<file path="src/rtl/arbiter_pkg.sv">
// Shared helpers and reset constants for the arbiter family.
package arbiter_pkg;

  localparam int unsigned IDX_RST = 0;
  localparam int unsigned PTR_RST = 0;

  // Index width that stays at least one bit for single-channel instances.
  function automatic int unsigned idx_width(input int unsigned n);
    return (n <= 1) ? 1 : $clog2(n);
  endfunction

endpackage

</file>
<file path="src/rtl/priority_encoder.sv">
// Fixed-priority encoder: the lowest set index wins, combinational only.
module priority_encoder
  import arbiter_pkg::*;
#(
  parameter int unsigned N     = 8,
  parameter int unsigned IDX_W = idx_width(N)
) (
  input  logic [N-1:0]     req,
  output logic [IDX_W-1:0] idx,
  output logic             none
);

  // Scan from the top down so the lowest requester overwrites the others.
  always_comb begin
    idx  = '0;
    none = 1'b1;
    for (int i = N - 1; i >= 0; i--) begin
      if (req[i]) begin
        idx  = IDX_W'(i);
        none = 1'b0;
      end
    end
  end

endmodule

</file>
<file path="src/rtl/rr_priority_arbiter.sv">
// Round-robin arbiter with a rotating priority pointer and an optional grant lock.
module rr_priority_arbiter
  import arbiter_pkg::*;
#(
  parameter int unsigned N     = 8,
  parameter bit          LOCK  = 1'b0,
  parameter int unsigned IDX_W = idx_width(N)
) (
  input  logic             clk,
  input  logic             rst,
  input  logic             en,
  input  logic [N-1:0]     req,
  output logic [N-1:0]     gnt,
  output logic [IDX_W-1:0] gnt_idx,
  output logic             gnt_valid,
  output logic             none
);

  logic [IDX_W-1:0] ptr_q, ptr_d;
  logic [N-1:0]     gnt_q, gnt_d;
  logic [IDX_W-1:0] gnt_idx_q, gnt_idx_d;
  logic             gnt_valid_q, gnt_valid_d;
  logic             none_q, none_d;

  logic [N-1:0]     mask_c;
  logic [N-1:0]     masked_req_c;
  logic [IDX_W-1:0] idx_m_c, idx_u_c, win_c, ptr_nxt_c;
  logic             none_m_c, none_u_c;
  logic             locked_c;

  // Channels at or above the pointer keep their priority this round.
  always_comb begin
    mask_c = '0;
    for (int i = 0; i < N; i++) begin
      mask_c[i] = (i >= int'(ptr_q));
    end
  end

  assign masked_req_c = req & mask_c;

  priority_encoder #(.N(N), .IDX_W(IDX_W)) u_pe_masked (
    .req  (masked_req_c),
    .idx  (idx_m_c),
    .none (none_m_c)
  );

  priority_encoder #(.N(N), .IDX_W(IDX_W)) u_pe_unmasked (
    .req  (req),
    .idx  (idx_u_c),
    .none (none_u_c)
  );

  assign win_c     = none_m_c ? idx_u_c : idx_m_c;
  assign ptr_nxt_c = (win_c == IDX_W'(N - 1)) ? '0 : win_c + 1'b1;
  // gnt_q is one-hot of gnt_idx_q whenever valid, so this is req[gnt_idx] gated by valid.
  assign locked_c  = LOCK && (|(req & gnt_q));

  always_comb begin
    ptr_d       = ptr_q;
    gnt_d       = gnt_q;
    gnt_idx_d   = gnt_idx_q;
    gnt_valid_d = gnt_valid_q;
    none_d      = none_q;
    if (en && !locked_c) begin
      if (!none_u_c) begin
        for (int i = 0; i < N; i++) begin
          gnt_d[i] = (IDX_W'(i) == win_c);
        end
        gnt_idx_d   = win_c;
        gnt_valid_d = 1'b1;
        none_d      = 1'b0;
        ptr_d       = ptr_nxt_c;
      end else begin
        gnt_d       = '0;
        gnt_valid_d = 1'b0;
        none_d      = 1'b1;
      end
    end
  end

  always_ff @(posedge clk) begin
    if (rst) begin
      ptr_q       <= IDX_W'(PTR_RST);
      gnt_q       <= '0;
      gnt_idx_q   <= IDX_W'(IDX_RST);
      gnt_valid_q <= 1'b0;
      none_q      <= 1'b1;
    end else begin
      ptr_q       <= ptr_d;
      gnt_q       <= gnt_d;
      gnt_idx_q   <= gnt_idx_d;
      gnt_valid_q <= gnt_valid_d;
      none_q      <= none_d;
    end
  end

  assign gnt       = gnt_q;
  assign gnt_idx   = gnt_idx_q;
  assign gnt_valid = gnt_valid_q;
  assign none      = none_q;

endmodule
</file>
<file path="config.mk">
export PLATFORM = sky130hd
export DESIGN_NAME = rr_priority_arbiter
export DESIGN_NICKNAME = d
export VERILOG_FILES = /design/src/rtl/arbiter_pkg.sv /design/src/rtl/priority_encoder.sv /design/src/rtl/rr_priority_arbiter.sv
export SDC_FILE = /design/constraint.sdc
export NUM_CORES = 1
export LEC_CHECK = 0
export CORE_ASPECT_RATIO = 0.75
export CORE_MARGIN = 1.5
export CORE_UTILIZATION = 42
export DETAILED_ROUTE_END_ITERATION = 8
export PLACE_DENSITY = 0.73
export SLEW_MARGIN = 25
export SYNTH_ARGS = -nofsm -noshare
export SYNTH_HDL_FRONTEND = slang
export SYNTH_SLANG_ARGS = --single-unit
</file>
<file path="constraint.sdc">
create_clock -name clk -period 1.7 [get_ports clk]
set_input_delay 0.34 -clock clk [delete_from_list [all_inputs] [get_ports clk]]
set_output_delay 0.34 -clock clk [all_outputs]
set_load 0.01 [all_outputs]
</file>
== Word-level counts from Yosys, hierarchy flattened ==
Index checks and enable logic that the tools add are counted.
Storage, ports and cells
  register bits: 16
  word-level logic and storage cells: 62
Cells by class
  $add $sub $neg: 1
  reductions and logical operators: 2
  $lt $le $gt $ge: 7
  mux-type cells: 37
  equal/unequal tests: 8
  bitwise gates (word level): 2
Operator list (number)
  $mux W3: 18
  $mux W1: 18
  $eq A3 B3 Y1 const A: 4
  $ge A3 B3 Y1 const A: 3
  $and A8 B8 Y8: 1
  $mux W8: 1
  $eq A2 B3 Y1 const A: 2
  $ge A1 B3 Y1 const A: 2
  $ge A2 B3 Y1 const A: 2
  $add A3 B1 Y3 const B: 1
  $eq A1 B3 Y1 const A: 1
  $eq A3 B3 Y1 const B: 1
  $logic_not A3 Y1: 1
  $reduce_and A2 Y1: 1
  $not A1 Y1: 1

== Logic depth before layout (Yosys ltp) ==
Gate-level depths: netlist (run 1).
  depth after elaboration: 13
  mapped depth: 11

== By module ==
From an unflattened synthesis (run 1), not the netlist that was laid out.
Unflattened totals
  cells, all modules: 111
  area, all modules: 935.9 µm²
Modules (own cells, without submodules)
  rr_priority_arbiter: cells an instance 83, instances 1, area an instance 763.2 µm²
  priority_encoder: cells an instance 14, instances 2, area an instance 86.3 µm²

== Worst setup path after synthesis (run 1) ==
Ideal clock, no wire load.
  path kind: register -> register
  from: register ptr_q[2]
  to: register ptr_q[2]
  setup slack: -139 ps
  arrival: 1724 ps
  clock period less this slack: 1839 ps
  data required time: 1584 ps
  cell stages (with the launch flop): 11
  path through: dfxtp_1 buf_4 nand3_1 a21o_1 nor2_1 nand3_1 a21oi_1 ha_1 ha_1 nand2_1 a21oi_1
Between the ends
  word-level cells in the longest chain between the ends: 12
  elaborated cells on any way between the ends: 26
  those cells by class: add/sub (1); order compare (7); eq/ne (1); mux (16); bitwise (1)
Ends and longest elaborated chain
  from (decl): line rr_priority_arbiter.sv:19  | logic [IDX_W-1:0] ptr_q, ptr_d;
  from (signal assigned): line rr_priority_arbiter.sv:83  | ptr_q <= IDX_W'(PTR_RST);
  from (signal assigned): line rr_priority_arbiter.sv:89  | ptr_q <= ptr_d;
  $ge A3 B3 Y1: line rr_priority_arbiter.sv:35  | mask_c[i] = (i >= int'(ptr_q));
  $and A8 B8 Y8 *: line rr_priority_arbiter.sv:39  | assign masked_req_c = req & mask_c;
  $mux W3 or $mux W1 (tied branches) (7 in a row): line priority_encoder.sv:18  | if (req[i]) begin
  $mux W3 *: line rr_priority_arbiter.sv:53  | assign win_c = none_m_c ? idx_u_c : idx_m_c;
  net win_c[0]: line rr_priority_arbiter.sv:27  | logic [IDX_W-1:0] idx_m_c, idx_u_c, win_c, ptr_nxt_c;
  $add A3 B1 Y3 or $eq A3 B3 Y1 (tied branches): line rr_priority_arbiter.sv:54  | assign ptr_nxt_c = (win_c == IDX_W'(N - 1)) ? '0 : win_c + 1'b1;
  $mux W3 *: line rr_priority_arbiter.sv:54
  net ptr_nxt_c[2]: line rr_priority_arbiter.sv:27
Mark *: on every way through the listed nets, which the timed path passes. The rest lies on a longest branch.
A chain may end at the register's enable or synchronous reset.

== Worst setup path after layout (run 1) ==
  from: register ptr_q[1]
  to: register gnt_q[1] (netlist: gnt[1])
Between the ends
  word-level cells in the longest chain between the ends: 12
  elaborated cells on any way between the ends: 25
  those cells by class: order compare (7); eq/ne (1); mux (16); bitwise (1)
Ends and longest elaborated chain
  $ge A3 B3 Y1: line rr_priority_arbiter.sv:35
  $and A8 B8 Y8 *: line rr_priority_arbiter.sv:39
  $mux W3 or $mux W1 (tied branches) (7 in a row): line priority_encoder.sv:18
  $mux W3 *: line rr_priority_arbiter.sv:53
  net win_c[0]: line rr_priority_arbiter.sv:27
  $eq A1 B3 Y1 *: line rr_priority_arbiter.sv:67  | gnt_d[i] = (IDX_W'(i) == win_c);
  $mux W8 *: line rr_priority_arbiter.sv:65  | if (!none_u_c) begin
  to (signal assigned): line rr_priority_arbiter.sv:90  | gnt_q <= gnt_d;
  to (decl): line rr_priority_arbiter.sv:20  | logic [N-1:0] gnt_q, gnt_d;
Marks and branches as above.

==> results of run 1 <==
cell type report:
| type | instances | area (um^2) | share of cell area, % |
|---|---|---|---|
| clock buffer | 4 | 36.3 | 2.19 |
| inverter | 6 | 22.5 | 1.36 |
| sequential | 16 | 332 | 20.0 |
| multi-input combinational | 86 | 749 | 45.1 |
| tap | 24 | 30.0 | 1.81 |
| timing repair buffer | 56 | 490 | 29.5 |
worst register-to-register path, stage by stage, from the launching register on:
cell,delay [ns]
dfxtp_4,0.38
nand3b_1,0.20
a21oi_2,0.19
a211oi_2,0.08
a21oi_2,0.20
a21oi_4,0.12
buf_4,0.15
ha_2,0.18
a32oi_1,0.20
nor2_1,0.06
state kept, by name, summed over array words and instances, names as in the netlist:
| register | cells |
|---|---|
| gnt | 8 |
| ptr_q | 3 |
| gnt_valid | 1 |
| none | 1 |
| gnt_idx | 3 |
power groups by stage:
stage               combinational (mW)  sequential [mW]  clock [mW]
CTS                              0.504            0.448       0.254
global route                     0.652            0.453       0.277
floorplan                        0.223            0.445           0
global placement                 0.419            0.451           0
detailed placement               0.434            0.454           0
finish                           0.615            0.449       0.253
worst min-delay path by stage:
stage	to	slack, ns	cells past startpoint
global placement	gnt_idx[2]	0.46	2
CTS	gnt_idx[2]	0.49	2
floorplan	ptr_q[2]	0.40	1
global route	gnt_idx[2]	0.52	2
finish	gnt_idx[2]	0.49	2
detailed placement	gnt_idx[2]	0.47	2
layer usage:
layer,vias to the layer above,routed length [um]
met4,0,62
li1,518,-
met1,536,1430
met5,-,0
met3,10,186
met2,40,1630
stage by stage:
stage	cells	hold WS [ns]	area [um^2]
after floorplan	112	0.402	962
after global placement	180	0.457	1390
after detailed placement	180	0.469	1390
after CTS	187	0.487	1520
after global routing	192	0.522	1660
final	192	0.485	1660
placed cells by master (no fill, tap or decap), drive strengths merged, types with 2 or more instances in the layout:
| master | netlist | layout |
|---|---|---|
| dlygate4sd2 | 0 | 5 |
| inv | 6 | 6 |
| a22oi | 2 | 2 |
| dfxtp | 16 | 16 |
| buf | 3 | 33 |
| nand2b | 4 | 4 |
| nand2 | 11 | 11 |
| nor2b | 2 | 2 |
| nand3 | 4 | 4 |
| dlymetal6s2s | 0 | 2 |
| o21ai | 4 | 4 |
| o31ai | 2 | 2 |
| a211oi | 3 | 3 |
| ha | 6 | 6 |
| a32oi | 6 | 6 |
| nor2 | 18 | 18 |
| clkbuf | 1 | 4 |
| clkdlybuf4s50 | 0 | 15 |
| a21oi | 11 | 11 |
| a21o | 2 | 2 |
cell families (layout without fill, tap and decap cells):
group / count (synthesis) / after routing / share of synthesized area, %
AND/OR/NAND/NOR: 43 / 43 / 21.8
AO/OA/AOI/OAI: 37 / 37 / 29.9
flip-flops: 16 / 16 / 34.7
buffers and inverters: 10 / 66 / 5.43
adder cells (fa/ha/maj): 6 / 6 / 8.14
what timing repair did:
action | in CTS | in global routing
pin swaps | 10 | 11
setup endpoints to repair | 16 | 13
buffers inserted | 3 | 5
resized for setup | 26 | 24
==> metrics.md, run 1 <==
| Metric | Value |
|---|---|
| Status | finished, violations left |
| Violated checks | negative setup slack |
| Port Buffers | 23 |
| Met3 Use GR | 5.97% |
| Sw power | between 0.4 and 0.5 mW |
| Worst setup path endpoint | gnt[1] |
| CTS root buf | clkbuf_4 |
| Clock Sinks | 16 |
| Worst path slowest cell | dfxtp_4 |
| Most used flip-flop cell after synthesis | dfxtp_1 |
| Minimum clock period | 1.86 ns |
| Setup crit start | ptr_q[1] |
| # hold bufs at CTS | 0 |
| Syn Nets | approximately 130 |
| Slew Limit Headroom | about three quarters |
| Final setup margin | -0.156 ns |
| Worst Hold Class | reg -> reg |
| Worst EP arrival | a little over 2 ns |
| Syn avg cell area | 8.23 um^2 |
| DP HPWL | 2070 um |
| Num ports | 24 |
| Top delay family on crit path | compound AO/OA/AOI/OAI gates |
| Die area | 2490 um^2 |
| Fmax | 0.539 GHz |
| Register bit count reported by yosys | 16 |
| Critical path capture point type | register |
| Worst r2r path cells | 9 |
| Post-Synthesis Cells | 112 |
| Synth-to-Final Area Change | 80.1% |
| Initial Utilization | 45.4% |
| First-pass GRT wire length | about 4800 um |
| LEAKAGE | between 0.6 and 0.7 nW |
| CTS tree | yes |
| Crit path buffers/inverters | 1 |
| RD Place Congestion | ~0.87 |
| Pre-CTS WS | -0.730 ns |
| Die X | 57.1 um |
| Sequential group share of total power | 34.1% |
| Via/cell ratio | between 5 and 6 |
| Critical path peak fanout | 8 |
| Synthesis Warnings | 0 |
| Cell taking the most area after synthesis | dfxtp_1 |
| Max-cap viol count | 0 |
| R2R Setup Slk | -0.16 ns |
| H-tree Lvls | 1 |
| Switch share | 34.7% |
| Clock share of power | a little under a fifth |
| Critical path type | reg -> reg |
| Clock latency on the worst-skew pair | 0.29 ns |
| Asr flop ratio synth | 0% |
| Fin. max-slew vios | 0 |
| Startpoint types | register |
| Sequential area share after synthesis | approximately a third |
| Routed vias | 1104 |
| Top-count cell post-synth | nor2_1 |
| Met1 GRT Util | 31.4% |
| Initial antenna violation count | 0 |
| Pint | 0.860 mW |
| Post-synth top cells | nor2_1, dfxtp_1, a21oi_1, nand2_1 |
| Yosys cell types | 33 |
| Antenna diode count | 0 |
| Fin util | 81.7% |
| Met2 Use GR | 44.4% |
| Die Y | 43.6 um |
| Largest net degree at the start of global routing | 16 |
| Unrepaired setup endpoints after global routing | true |
| PD cells | 793 nW/um^2 |
| Post-Route WL | ~3300 um |
| Reg2reg end | gnt[1] |
| Hold Fails Final Rpt | 0 |
| Final setup violation count | 11 |
| Peak supply drop | 0.000621 V |
| FF-to-FF Start | ptr_q[1] |
| Total Routing Usage GR | 25.0% |
| Fillers | approximately 120 |
| Core area | approximately 2000 um^2 |
| Synth top area share | 34.7% |
| Slew at the pin closest to its max-slew limit | about 0.40 ns |
| Post-route clock period utilization | 109% |
| Cts bufs inserted | 3 |
| Bufs on Longest Clock Path | 2 |
| Post-synth EDFFs | 0 |
| Total chip power | 1.32 mW |
| Critical path data required time | ~1.9 ns |
| Most frequent cell on the critical path | a21oi_2 |
| Drt first-iter violations | 67 |
| Clk pin slew, worst setup/hold paths | 0.09 ns |
| Clock skew | 0.00319 ns |
| Logic gate share of total power | 46.7% |
| Cell area after synthesis | 922 um^2 |
| Final antenna-violating net count | 0 |
| Vias in the first global route | 1036 |
| GRT overflow | 0 |
| Min-Delay Startpoint | gnt_idx[2] |
| Row cnt | 14 |
| Grt peak-use layer | met2 |
| # nets final | 186 |
| Critical path depth | 9 |
| # DRC | 0 |
| Drt first pass iters | 4 |
| Avg WL per Cell | 17.3 um |
| Leading cell types by total area after synthesis | dfxtp_1, ha_1, nor2_1 |
| CP cell instances | nand3b_1 -> a21oi_2 -> a211oi_2 -> a21oi_2 -> a21oi_4 -> buf_4 -> ha_2 -> a32oi_1 -> nor2_1 |
| Setup TNS | -1.18 ns |
| Share of cells above drive strength 1 | 48.8% |
| Crit-path max cell delay | 0.38 ns |
(Power assumes the default switching activity.)
==> inputs of run 2 (changes only) <==
--- a/config.mk
+++ b/config.mk
@@ -5,12 +5,15 @@
 export SDC_FILE = /design/constraint.sdc
 export NUM_CORES = 1
 export LEC_CHECK = 0
+export CAP_MARGIN = 10
 export CORE_ASPECT_RATIO = 0.75
 export CORE_MARGIN = 1.5
-export CORE_UTILIZATION = 42
+export CORE_UTILIZATION = 43
+export CTS_CLUSTER_SIZE = 12
 export DETAILED_ROUTE_END_ITERATION = 8
-export PLACE_DENSITY = 0.73
+export PLACE_DENSITY = 0.74
 export SLEW_MARGIN = 25
 export SYNTH_ARGS = -nofsm -noshare
 export SYNTH_HDL_FRONTEND = slang
+export SYNTH_HIERARCHICAL = 1
 export SYNTH_SLANG_ARGS = --single-unit
==> run 2 against run 1 <==
Against the previous run:
- the flow still finishes with violations (negative setup slack)
- first-iteration DRC count fell by 33%
- global-route usage up 0.65 points
- design area grew 2.0%
- area after synthesis grew 1.5%
- fmax down 22%
- hold slack improved by 0.014 ns
- via count decreased by 2.0%
- routed wire length increased by 3.4%
- critical path depth unchanged
- sequential power grew 2%
- synthesized cell count shrank 0.89%
- sequential share of layout area is 0.38 points lower
- largest power group unchanged
==> metrics.md, run 2 <==
| Metric | Value |
|---|---|
| Routed vias | ~1100 |
| Complex-gate fraction of the synthesized area | about 25% |
| Design Area, Final | between 1500 and 2000 um^2 |
| Syn avg cell area | 8.43 um^2 |
| Asr flop ratio synth | 0% |
| CTS root buf | clkbuf_4 |
| Worst EP arrival | 2.59 ns |
| Setup TNS | -7.00 ns |
| Drt first pass iters | 5 |
| Minimum clock period | around 2.4 ns |
| LEAKAGE | 0.688 nW |
| Clock skew | 0.00266 ns |
| Antenna diode count | 0 |
| Initial antenna violation count | 0 |
| Peak supply drop | 0.000837 V |
| Post-synthesis simple-gate area fraction | 21.3% |
| Post-Route WL | 3430 um |
| Final setup violation count | 14 |
| Post-Synth XOR/XNOR Area | 0% |
| Reg2reg end | ptr_q[0] |
| CP cell instances | nor4b_4 -> buf_4 -> nor2_4 -> and4_4 -> mux2_4 -> ha_4 -> ha_4 -> or3_4 -> a21oi_2 |
| Crit-path max cell delay | 0.40 ns |
| Register bit count reported by yosys | 16 |
| # DRC | 0 |
| CTS tree | yes |
| Critical path peak fanout | 7 |
| Num ports | 24 |
| Violated checks | negative setup slack |
| R2R Setup Slk | -0.67 ns |
| Fin. max-slew vios | 0 |
| FF-to-FF Start | ptr_q[2] |
| Avg WL per Cell | 17.8 um |
| Fin util | about 83% |
| Layout Cells excl Fill | 193 |
| Yosys cell types | 31 |
| Synthesis Warnings | 6 |
| Fmax | 0.422 GHz |
| Met2 Use GR | 40.7% |
| Die X | 56.9 um |
| DP HPWL | a little over 2000 um |
| Cell area after synthesis | 936 um^2 |
| Most common cell after layout, fill and taps aside | buf_4 |
| H-tree Lvls | 1 |
| Slew at the pin closest to its max-slew limit | about 0.38 ns |
| Setup crit start | ptr_q[2] |
| Bufs on Longest Clock Path | 2 |
| Synth top area share | 34.2% |
| Worst r2r path cells | 9 |
| Critical path type | reg -> reg |
| Pre-CTS WS | -1.04 ns |
| Critical path capture point type | register |
| Die area | ~2500 um^2 |
| Cell taking the most area after synthesis | dfxtp_1 |
| Synth-to-Final Area Change | 80.9% |
| Drt first-iter violations | 45 |
| Initial Utilization | between 40% and 50% |
| Final antenna-violating net count | 0 |
| Synth Area in Adders | 8.02% |
| Total Routing Usage GR | approximately 26% |
| Startpoint types | register |
| # nets final | 187 |
| Leading cell types by total area after synthesis | dfxtp_1, ha_1, o32ai_1 |
| Cts bufs inserted | 3 |
| PD cells | 756 nW/um^2 |
| Status | finished, violations left |
| Via/cell ratio | 5.61 |
| First-pass GRT wire length | 4710 um |
| Met1 GRT Util | 34.9% |
| Share of cells above drive strength 1 | about 45% |
| RD Place Congestion | between 0.8 and 0.9 |
| Placed Instances | 177 |
| Port Buffers | 23 |
| Clock latency on the worst-skew pair | slightly below 0.3 ns |
| Met3 Use GR | ~7.8% |
| Syn Nets | 128 |
| Max-cap viol count | 0 |
| Clock Sinks | 16 |
| Post-Synthesis Cells | approximately 110 |
| Hold slack | about 0.50 ns |
| Die Y | 43.4 um |
| Most used cells in the layout excluding fill and tap cells | buf_4, clkdlybuf4s50_1, dfxtp_1 |
| Unrepaired setup endpoints after global routing | true |
| Largest family of logic cells by synthesized area | compound AO/OA/AOI/OAI gates |
| Most used flip-flop cell after synthesis | dfxtp_1 |
| Row cnt | 14 |
| Post-route clock period utilization | 139% |
| GRT overflow | 0 |
| Core area | 2030 um^2 |
| Vias in the first global route | 959 |
| Max reg flops | 8 |
| Top-count cell post-synth | dfxtp_1 |
| Sequential area share after synthesis | 34.2% |
| Total chip power | roughly 1.3 mW |
| Critical path data required time | 1.92 ns |
| Post-synth top cells | dfxtp_1, inv_1, nor2_1 |
| Hold Fails Final Rpt | 0 |
| Worst Hold Class | reg -> reg |
| Slew Limit Headroom | 74.9% |
| Final setup margin | -0.669 ns |
| Most frequent cell on the critical path | ha_4 |
| Post-synth EDFFs | 0 |
| Cell Area, Placed | 1420 um^2 |
| Clk pin slew, worst setup/hold paths | 0.09 ns |
| Largest net degree at the start of global routing | 16 |
| Worst path slowest cell | dfxtp_4 |
| Proportion of synthesized area in mux cells | just under 4% |
| Grt peak-use layer | met2 |
| Worst setup path endpoint | ptr_q[0] |
[run 2: what timing repair did]
| action | in CTS | in global routing |
|---|---|---|
| hold buffers | 0 | 0 |
| setup buffers | 7 | 6 |
| gates resized for setup | 25 | 12 |
| pin swaps | 14 | 15 |
| endpoints found under the setup margin | 14 | 14 |
[run 2: worst min-delay path by stage]
stage                     cells past startpoint  slack [ns]      start        end
final                                         2        0.50     gnt[2]     gnt[2]
after floorplan                               2        0.49  gnt_valid  gnt_valid
after CTS                                     2        0.48     gnt[6]     gnt[6]
after global routing                          2        0.50     gnt[2]     gnt[2]
after detailed placement                      2        0.47     gnt[6]     gnt[6]
after global placement                        2        0.46     gnt[4]     gnt[4]
[run 2: kinds of logic (layout without fill, tap and decap cells)]
family	after synthesis	in the layout
and+or+nand+nor	37	37
AOI/OAI and AO/OA	32	32
adders and majority gates	6	6
muxes	3	3
buffers and inverters	17	75
DFF	16	16
[run 2: critical path: cells and delay by family (launching register included)]
family	cells	cell delay, ns
AND/OR/NAND/NOR	4	0.92
flip-flops	1	0.40
adder cells (fa/ha/maj)	2	0.34
multiplexers	1	0.32
buffers and inverters	1	0.19
AO/OA/AOI/OAI	1	0.13
[run 2: area by class of cell]
type | count | area (um^2)
multi-input cells | 78 | 746
repair buffers | 58 | 495
fillers | 110 | 339
flip-flops and latches | 16 | 332
inverters | 13 | 53.8
clock buffers | 4 | 36.3
well taps | 24 | 30.0
[run 2: power by group]
part | internal [mW] | switching, mW | total [mW]
clock network | 0.131 | 0.122 | 0.253
logic | 0.312 | 0.260 | 0.572
registers | 0.409 | 0.0468 | 0.456
[run 2: per-layer routing]
metal | up-vias | share of wire, %
met5 | - | 0
met4 | 0 | 0.61
met3 | 2 | 3.9
met2 | 40 | 49
met1 | 534 | 47
li1 | 506 | -
==> inputs of run 3 (changes only) <==
--- a/config.mk
+++ b/config.mk
@@ -11,6 +11,7 @@
 export CORE_UTILIZATION = 43
 export CTS_CLUSTER_SIZE = 12
 export DETAILED_ROUTE_END_ITERATION = 8
+export HOLD_SLACK_MARGIN = 0.08
 export PLACE_DENSITY = 0.74
 export SLEW_MARGIN = 25
 export SYNTH_ARGS = -nofsm -noshare
==> results of run 3 <==
Final layout, timing and power as in run 2 (identical DEF).
